**config.mk**
```make
export PLATFORM = sky130hd
export DESIGN_NAME = band_gain_sequencer
export DESIGN_NICKNAME = d
export VERILOG_FILES = /design/src/rtl/eq_gain_pkg.sv /design/src/rtl/gain_round_sat.sv /design/src/rtl/band_gain_sequencer.sv
export SDC_FILE = /design/constraint.sdc
export NUM_CORES = 2
export LEC_CHECK = 0
export BUFFER_PORTS_ARGS = -buffer_cell sky130_fd_sc_hd__buf_2
export CORE_AREA = 2 2 271 273
export CTS_CLUSTER_DIAMETER = 150
export DETAILED_ROUTE_END_ITERATION = 6
export DIE_AREA = 0 0 273 275
export PLACE_DENSITY = 0.63
export SLEW_MARGIN = 15
export SYNTH_ARGS = -nofsm -noshare
export SYNTH_HDL_FRONTEND = slang
export SYNTH_SLANG_ARGS = --single-unit
```
**constraint.sdc**
```tcl
create_clock -name clk -period 31.3 [get_ports clk]
set_input_delay 3.13 -clock clk [delete_from_list [all_inputs] [get_ports clk]]
set_output_delay 3.13 -clock clk [all_outputs]
set_load 0.02 [all_outputs]
```
**src/rtl/eq_gain_pkg.sv**
```systemverilog
// Shared definitions for the equaliser gain stage: rounding encodings, FSM states
// and constant helpers for unity gain and saturation limits.
package eq_gain_pkg;

    localparam int ROUND_FLOOR   = 0;
    localparam int ROUND_HALF_UP = 1;

    typedef enum logic [1:0] {
        IDLE  = 2'd0,
        RUN   = 2'd1,
        DRAIN = 2'd2
    } bgs_state_t;

    function automatic int unity_gain(input int frac_bits);
        return 1 << frac_bits;
    endfunction

    function automatic int sat_max(input int width);
        return (1 << (width - 1)) - 1;
    endfunction

    function automatic int sat_min(input int width);
        return -(1 << (width - 1));
    endfunction

    // Half-LSB of the post-shift result; zero when there are no fractional bits.
    function automatic int round_bias(input int frac_bits);
        return (frac_bits > 0) ? (1 << (frac_bits - 1)) : 0;
    endfunction

endpackage

```
**src/rtl/gain_round_sat.sv**
```systemverilog
// Combinational sample x gain multiply, optional round-half-up, fractional shift
// and saturation to the sample width with an overflow flag.
module gain_round_sat
    import eq_gain_pkg::*;
#(
    parameter int FILTER_IN_BITS = 16,
    parameter int GAIN_BITS      = 8,
    parameter int GAIN_FRAC_BITS = 4,
    parameter int ROUND_MODE     = 1
) (
    input  logic signed [FILTER_IN_BITS-1:0] sample,
    input  logic signed [GAIN_BITS-1:0]      gain,
    output logic signed [FILTER_IN_BITS-1:0] result,
    output logic                             sat
);

    localparam int W  = FILTER_IN_BITS;
    localparam int PW = FILTER_IN_BITS + GAIN_BITS + 1;
    localparam int RW = PW - GAIN_FRAC_BITS;

    localparam logic signed [PW-1:0] RND  = (ROUND_MODE == ROUND_HALF_UP) ? PW'(round_bias(GAIN_FRAC_BITS)) : '0;
    localparam logic signed [RW-1:0] SMAX = RW'(sat_max(W));
    localparam logic signed [RW-1:0] SMIN = RW'(sat_min(W));

    logic signed [PW-1:0] s_ext;
    logic signed [PW-1:0] g_ext;
    logic signed [PW-1:0] biased;
    logic signed [RW-1:0] shifted;

    always_comb begin
        s_ext   = {{(PW-W){sample[W-1]}}, sample};
        g_ext   = {{(PW-GAIN_BITS){gain[GAIN_BITS-1]}}, gain};
        biased  = (s_ext * g_ext) + RND;
        shifted = RW'(biased >>> GAIN_FRAC_BITS);
        sat     = 1'b0;
        result  = shifted[W-1:0];
        if (shifted > SMAX) begin
            result = {1'b0, {(W-1){1'b1}}};
            sat    = 1'b1;
        end else if (shifted < SMIN) begin
            result = {1'b1, {(W-1){1'b0}}};
            sat    = 1'b1;
        end
    end

endmodule

```
**src/rtl/band_gain_sequencer.sv**
```systemverilog
// Time-multiplexed per-band gain stage: one multiplier walks all bands per sample,
// ramping each band's current gain toward its written target.
//
// state | meaning
// IDLE  | in_ready high, waiting for a sample
// RUN   | one band per cycle issued to the multiplier, gain ramp applied
// DRAIN | pipeline empties, then bus/flags publish with out_valid
module band_gain_sequencer
    import eq_gain_pkg::*;
#(
    parameter int NUMBER_OF_FILTERS = 10,
    parameter int GAIN_BITS         = 8,
    parameter int GAIN_FRAC_BITS    = 4,
    parameter int FILTER_IN_BITS    = 16,
    parameter int RAMP_STEP         = 1,
    parameter int ROUND_MODE        = 1,
    localparam int IDX_BITS         = $clog2(NUMBER_OF_FILTERS)
) (
    input  logic                                        clk,
    input  logic                                        rst,
    input  logic                                        en,
    input  logic                                        in_valid,
    output logic                                        in_ready,
    input  logic signed [FILTER_IN_BITS-1:0]            filter_in,
    input  logic                                        gain_wr_en,
    input  logic [IDX_BITS-1:0]                         gain_wr_idx,
    input  logic signed [GAIN_BITS-1:0]                 gain_wr_data,
    output logic                                        out_valid,
    output logic [NUMBER_OF_FILTERS*FILTER_IN_BITS-1:0] amplified_filter_ins,
    output logic [NUMBER_OF_FILTERS-1:0]                sat_flags
);

    localparam int N = NUMBER_OF_FILTERS;
    localparam int W = FILTER_IN_BITS;
    localparam int G = GAIN_BITS;
    localparam logic signed [G-1:0] UNITY = G'(unity_gain(GAIN_FRAC_BITS));

    bgs_state_t           state;
    logic [IDX_BITS-1:0]  cnt;
    logic [IDX_BITS-1:0]  p_idx;
    logic signed [W-1:0]  sample_q;
    logic                 en_q;
    logic                 p_val;
    logic signed [W-1:0]  p_res;
    logic                 p_sat;
    logic signed [G-1:0]  gain_cur [N];
    logic signed [G-1:0]  gain_tgt [N];
    logic signed [W-1:0]  stg_res  [N];
    logic [N-1:0]         stg_sat;

    logic signed [G-1:0]  cur_sel;
    logic signed [G-1:0]  tgt_sel;
    logic signed [G-1:0]  slot_gain;
    logic signed [G-1:0]  ramp_next;
    logic signed [W-1:0]  rs_result;
    logic                 rs_sat;
    int                   diff;

    // With no ramp the slot sees the target directly, so a jump takes effect on the very next sample.
    always_comb begin
        cur_sel   = gain_cur[cnt];
        tgt_sel   = gain_tgt[cnt];
        slot_gain = (RAMP_STEP == 0) ? tgt_sel : cur_sel;
        diff      = int'(tgt_sel) - int'(cur_sel);
        if (RAMP_STEP == 0 || (diff <= RAMP_STEP && diff >= -RAMP_STEP)) begin
            ramp_next = tgt_sel;
        end else if (diff > 0) begin
            ramp_next = cur_sel + G'(RAMP_STEP);
        end else begin
            ramp_next = cur_sel - G'(RAMP_STEP);
        end
    end

    gain_round_sat #(
        .FILTER_IN_BITS (W),
        .GAIN_BITS      (G),
        .GAIN_FRAC_BITS (GAIN_FRAC_BITS),
        .ROUND_MODE     (ROUND_MODE)
    ) u_round_sat (
        .sample (sample_q),
        .gain   (slot_gain),
        .result (rs_result),
        .sat    (rs_sat)
    );

    always_ff @(posedge clk or posedge rst) begin
        if (rst) begin
            for (int i = 0; i < N; i++) gain_tgt[i] <= UNITY;
        end else if (gain_wr_en && int'(gain_wr_idx) < N) begin
            gain_tgt[gain_wr_idx] <= gain_wr_data;
        end
    end

    always_ff @(posedge clk or posedge rst) begin
        if (rst) begin
            state                <= IDLE;
            cnt                  <= '0;
            sample_q             <= '0;
            en_q                 <= 1'b0;
            p_val                <= 1'b0;
            p_idx                <= '0;
            p_res                <= '0;
            p_sat                <= 1'b0;
            stg_sat              <= '0;
            in_ready             <= 1'b1;
            out_valid            <= 1'b0;
            amplified_filter_ins <= '0;
            sat_flags            <= '0;
            for (int i = 0; i < N; i++) begin
                gain_cur[i] <= UNITY;
                stg_res[i]  <= '0;
            end
        end else begin
            p_val     <= 1'b0;
            out_valid <= 1'b0;
            if (p_val) begin
                stg_res[p_idx] <= p_res;
                stg_sat[p_idx] <= p_sat;
            end
            case (state)
                IDLE: begin
                    if (in_valid) begin
                        sample_q <= filter_in;
                        en_q     <= en;
                        in_ready <= 1'b0;
                        cnt      <= '0;
                        state    <= RUN;
                    end
                end
                RUN: begin
                    p_val         <= 1'b1;
                    p_idx         <= cnt;
                    p_res         <= en_q ? rs_result : sample_q;
                    p_sat         <= en_q & rs_sat;
                    gain_cur[cnt] <= ramp_next;
                    if (cnt == IDX_BITS'(N - 1)) begin
                        state <= DRAIN;
                    end else begin
                        cnt <= cnt + IDX_BITS'(1);
                    end
                end
                DRAIN: begin
                    // Wait one cycle for the last band to leave the product register.
                    if (!p_val) begin
                        for (int k = 0; k < N; k++) amplified_filter_ins[k*W +: W] <= stg_res[k];
                        sat_flags <= stg_sat;
                        out_valid <= 1'b1;
                        in_ready  <= 1'b1;
                        state     <= IDLE;
                    end
                end
                default: state <= IDLE;
            endcase
        end
    end

endmodule

```
==> insert_results.sql <==
INSERT INTO impl_metrics (metric_group, metric, value, unit) VALUES
('cts', 'clk_path_buf_depth', '3', ''),
('outcome', 'status', 'finished clean', ''),
('synth', 'synth-edff-count', '0', ''),
('critical_path', 'crit_arrival', '8800', 'ps'),
('synth', 'post_syn_nets', '2370', ''),
('drt', 'number_of_vias_after_detailed_routing', '17250', ''),
('grt', 'grt_pass1_vias', '18190', ''),
('placed_design', 'hpwl', '44.90', 'mm'),
('drt', 'top_signal_layer_used', 'met5', ''),
('cts', 'worst_setup_hold_path_clk_slew', '60', 'ps'),
('finish', 'finish.net_count', '2532', ''),
('synth', 'top_area_cells_in_the_synthesized_netlist', 'sky130_fd_sc_hd__dfrtp_1, sky130_fd_sc_hd__mux2_2, sky130_fd_sc_hd__fa_1, sky130_fd_sc_hd__ha_1, sky130_fd_sc_hd__mux4_2', ''),
('drt', 'detailroute.wirelength.met3', '3.062', 'mm'),
('drt', 'ant_nets', '0', ''),
('cts', 'clock-root-buffer', 'sky130_fd_sc_hd__clkbuf_16', ''),
('synth', 'synth.distinct_cells', '75', ''),
('timing', 'final.period_utilization', '26.36', '%'),
('synth', 'synth_xor_area_share', '1.592', '%'),
('synth', 'synth_top_cells_by_count', 'sky130_fd_sc_hd__dfrtp_1, sky130_fd_sc_hd__mux2_2, sky130_fd_sc_hd__inv_1', ''),
('synth', 'mux_contribution_to_synthesized_area', '22.51', '%'),
('die', 'die_h', '275', 'um'),
('timing', 'setup-violations-final', '0', ''),
('grt', 'antenna_violations_before_repair', '4', ''),
('cts', 'hold_buffers', '0', ''),
('die', 'design.die.area', '75080', 'um^2'),
('synth', 'synth-warning-count', '0', ''),
('die', 'core', '72340', 'um^2'),
('cts', 'tritoncts_clock_tree', 'built', ''),
('cts', 'clock_sinks', '547', ''),
('die', 'initial_utilization', '38.47', '%'),
('finish', 'flow.area_growth_from_synthesis', '14.18', '%'),
('synth', 'postSynthRegisterBits', '547', ''),
('flow_run', 'timing.max_cap.violations', '0', ''),
('synth', 'synth_area', '27830', 'um^2'),
('synth', 'synthDominantCellAreaShare', '47.30', '%'),
('timing', 'fin_tns_setup', '0', 'ps'),
('critical_path', 'cp-start-kind', 'register', ''),
('placed_design', 'placement.io_buffers', '204', ''),
('grt', 'grt_usage', '17.49', '%'),
('timing', 'timing.final.max_slew_violations', '0', ''),
('drt', 'wl_per_cell', '19.60', 'um'),
('die', 'io-pin-count', '205', ''),
('placed_design', 'place.gp.congestion', '0.8510', ''),
('finish', 'layout-drive-gt1-share', '37.55', '%'),
('synth', 'synth-adder-area-share', '10.39', '%'),
('grt', 'grt_start_max_net_pins', '182', ''),
('critical_path', 'cp_max_fo', '30', ''),
('critical_path', 'critPathKind', 'reg2reg', ''),
('drt', 'drc', '0', ''),
('synth', 'synth_simple_gate_area_share', '7.037', '%'),
('timing', 'rsz0062_at_grt', 'no', ''),
('die', 'fp-row-count', '99', ''),
('critical_path', 'setup.worst_path.end_class', 'register', ''),
('synth', 'gate_count_after_technology_mapping', '2169', ''),
('synth', 'synth_top_family_by_area', 'multiplexers', ''),
('timing', 'final-hold-violation-count', '0', ''),
('timing', 'finalWorstPathRequiredPeriod', '8251', 'ps'),
('synth', 'synth-main-ff-cell', 'sky130_fd_sc_hd__dfrtp_1', ''),
('timing', 'relSlewSlack', '14.81', '%'),
('drt', 'detail_route.wirelength.met1', '29.66', 'mm'),
('cts', 'clock_tree.htree_level_count', '2', ''),
('synth', 'synth_seq_area_share', '49.29', '%'),
('synth', 'synth-async-reset-ratio', '100.0', '%'),
('synth', 'yosys.area.top_type', 'sky130_fd_sc_hd__dfrtp_1', ''),
('synth', 'compound_gate_portion_of_the_synthesized_area', '5.445', '%'),
('drt', 'drtPass1Iterations', '5', ''),
('hold_path', 'worst_hold_path_type', 'reg2reg', ''),
('drt', 'drt-vias-per-instance', '5.167', ''),
('timing', 'finClkSkew', '14.79', 'ps'),
('drt', 'met2WireLength', '31.45', 'mm'),
('cts', 'numCtsBuffers', '57', '');
==> worst paths after layout <==
path / to / depth (start not counted) / startpoint / slack [ps]
setup reg to reg: p_res[2]$_DFFE_PP0P_ / 24 / cnt[0]$_DFFE_PP0P_ / 23050
hold reg to reg: in_ready$_DFFE_PP1P_ / 2 / in_ready$_DFFE_PP1P_ / 470
hold / removal: in_ready$_DFFE_PP1P_ / 2 / in_ready$_DFFE_PP1P_ / 470
setup / recovery: p_res[2]$_DFFE_PP0P_ / 24 / cnt[0]$_DFFE_PP0P_ / 23050
min in group asynchronous: stg_res[116]$_DFFE_PP0P_ / 2 / rst / 2720
max in group asynchronous: amplified_filter_ins[112]$_DFFE_PP0P_ / 4 / rst / 26330
==> kinds of logic after synthesis <==
family,after synthesis
flops,547
mux,525
simple gates,381
buf+inv,272
compound gates,228
fa+ha+maj,168
xor+xnor,48
==> placed cells by master, fill, tap and decap left out, types with 9 or more instances in the layout <==
cell type and instances:
sky130_fd_sc_hd__a21o_1 15, sky130_fd_sc_hd__fa_1 105, sky130_fd_sc_hd__o21ai_1 9, sky130_fd_sc_hd__a22oi_1 18, sky130_fd_sc_hd__and2_1 90, sky130_fd_sc_hd__a21oi_2 10
sky130_fd_sc_hd__clkbuf_16 57, sky130_fd_sc_hd__a21oi_1 34, sky130_fd_sc_hd__clkbuf_8 12, sky130_fd_sc_hd__o2bb2ai_1 14, sky130_fd_sc_hd__or3_1 13, sky130_fd_sc_hd__nor2_1 59
sky130_fd_sc_hd__o21ai_0 78, sky130_fd_sc_hd__nand2_1 131, sky130_fd_sc_hd__buf_4 20, sky130_fd_sc_hd__xnor2_1 31, sky130_fd_sc_hd__mux4_2 32, sky130_fd_sc_hd__mux2_2 487
sky130_fd_sc_hd__nand3_1 17, sky130_fd_sc_hd__xor2_1 15, sky130_fd_sc_hd__dfrtp_1 525, sky130_fd_sc_hd__ha_1 63, sky130_fd_sc_hd__dfstp_2 21, sky130_fd_sc_hd__inv_1 146
sky130_fd_sc_hd__buf_2 204, sky130_fd_sc_hd__nand2b_1 9, sky130_fd_sc_hd__clkbuf_1 17, sky130_fd_sc_hd__nand3b_1 9, sky130_fd_sc_hd__nor3_1 10
==> critical path, cell delays in order (launching register included) <==
cell and delay, ps:
sky130_fd_sc_hd__dfrtp_2 860, sky130_fd_sc_hd__buf_4 610, sky130_fd_sc_hd__mux4_2 570, sky130_fd_sc_hd__a22oi_1 280, sky130_fd_sc_hd__o2bb2ai_1 110, sky130_fd_sc_hd__buf_4 210, sky130_fd_sc_hd__and2_1 190, sky130_fd_sc_hd__fa_1 470
sky130_fd_sc_hd__fa_1 520, sky130_fd_sc_hd__fa_1 550, sky130_fd_sc_hd__inv_1 60, sky130_fd_sc_hd__fa_1 540, sky130_fd_sc_hd__inv_1 40, sky130_fd_sc_hd__ha_1 380, sky130_fd_sc_hd__a21o_1 250, sky130_fd_sc_hd__a21o_1 180
sky130_fd_sc_hd__a21boi_1 300, sky130_fd_sc_hd__nand4_2 230, sky130_fd_sc_hd__nor3_1 470, sky130_fd_sc_hd__nand3_1 150, sky130_fd_sc_hd__a211o_1 330, sky130_fd_sc_hd__o21ai_1 80, sky130_fd_sc_hd__a21o_1 430, sky130_fd_sc_hd__nand3b_1 160
sky130_fd_sc_hd__a21oi_2 160
==> area by class of cell <==
type                    count  area, um^2
well taps                 959        1200
diodes                      1       2.502
clock inverters            20       304.0
repair buffers            227        1231
multi-input cells        1350       13100
fillers                  6589       40570
clock buffers              86        1655
inverters                 148       563.0
flip-flops and latches    547       13720
==> metal layers <==
| layer | up-vias | track usage (%) |
|---|---|---|
| met5 | - | 0 |
| met1 | 9023 | 23.96 |
| met3 | 79 | 2.680 |
| li1 | 7779 | - |
| met4 | 4 | 4.242 |
| met2 | 361 | 29.26 |
==> sequential cells by signal, summed over array words and instances (netlist names) <==
name	count
p_sat	1
sat_flags	10
in_ready	1
state	2
gain_tgt	80
p_idx	4
stg_res	160
cnt	4
p_res	16
gain_cur	80
amplified_filter_ins	160
sample_q	16
out_valid	1
p_val	1
stg_sat	10
en_q	1
==> stage by stage <==
| stage | std cells | utilization [%] | worst slack (ps) |
|---|---|---|---|
| after floorplan | 2169 | - | 12910 |
| after global placement | 3231 | 41.21 | 23230 |
| after detailed placement | 3231 | 41.21 | 23040 |
| after CTS | 3337 | 43.92 | 23010 |
| after global routing | 3337 | 43.92 | 22590 |
| final | 3338 | 43.92 | 23050 |
Power is not shown: default switching activity piles up to over one toggle a cycle in this logic, so the estimate is an artifact.
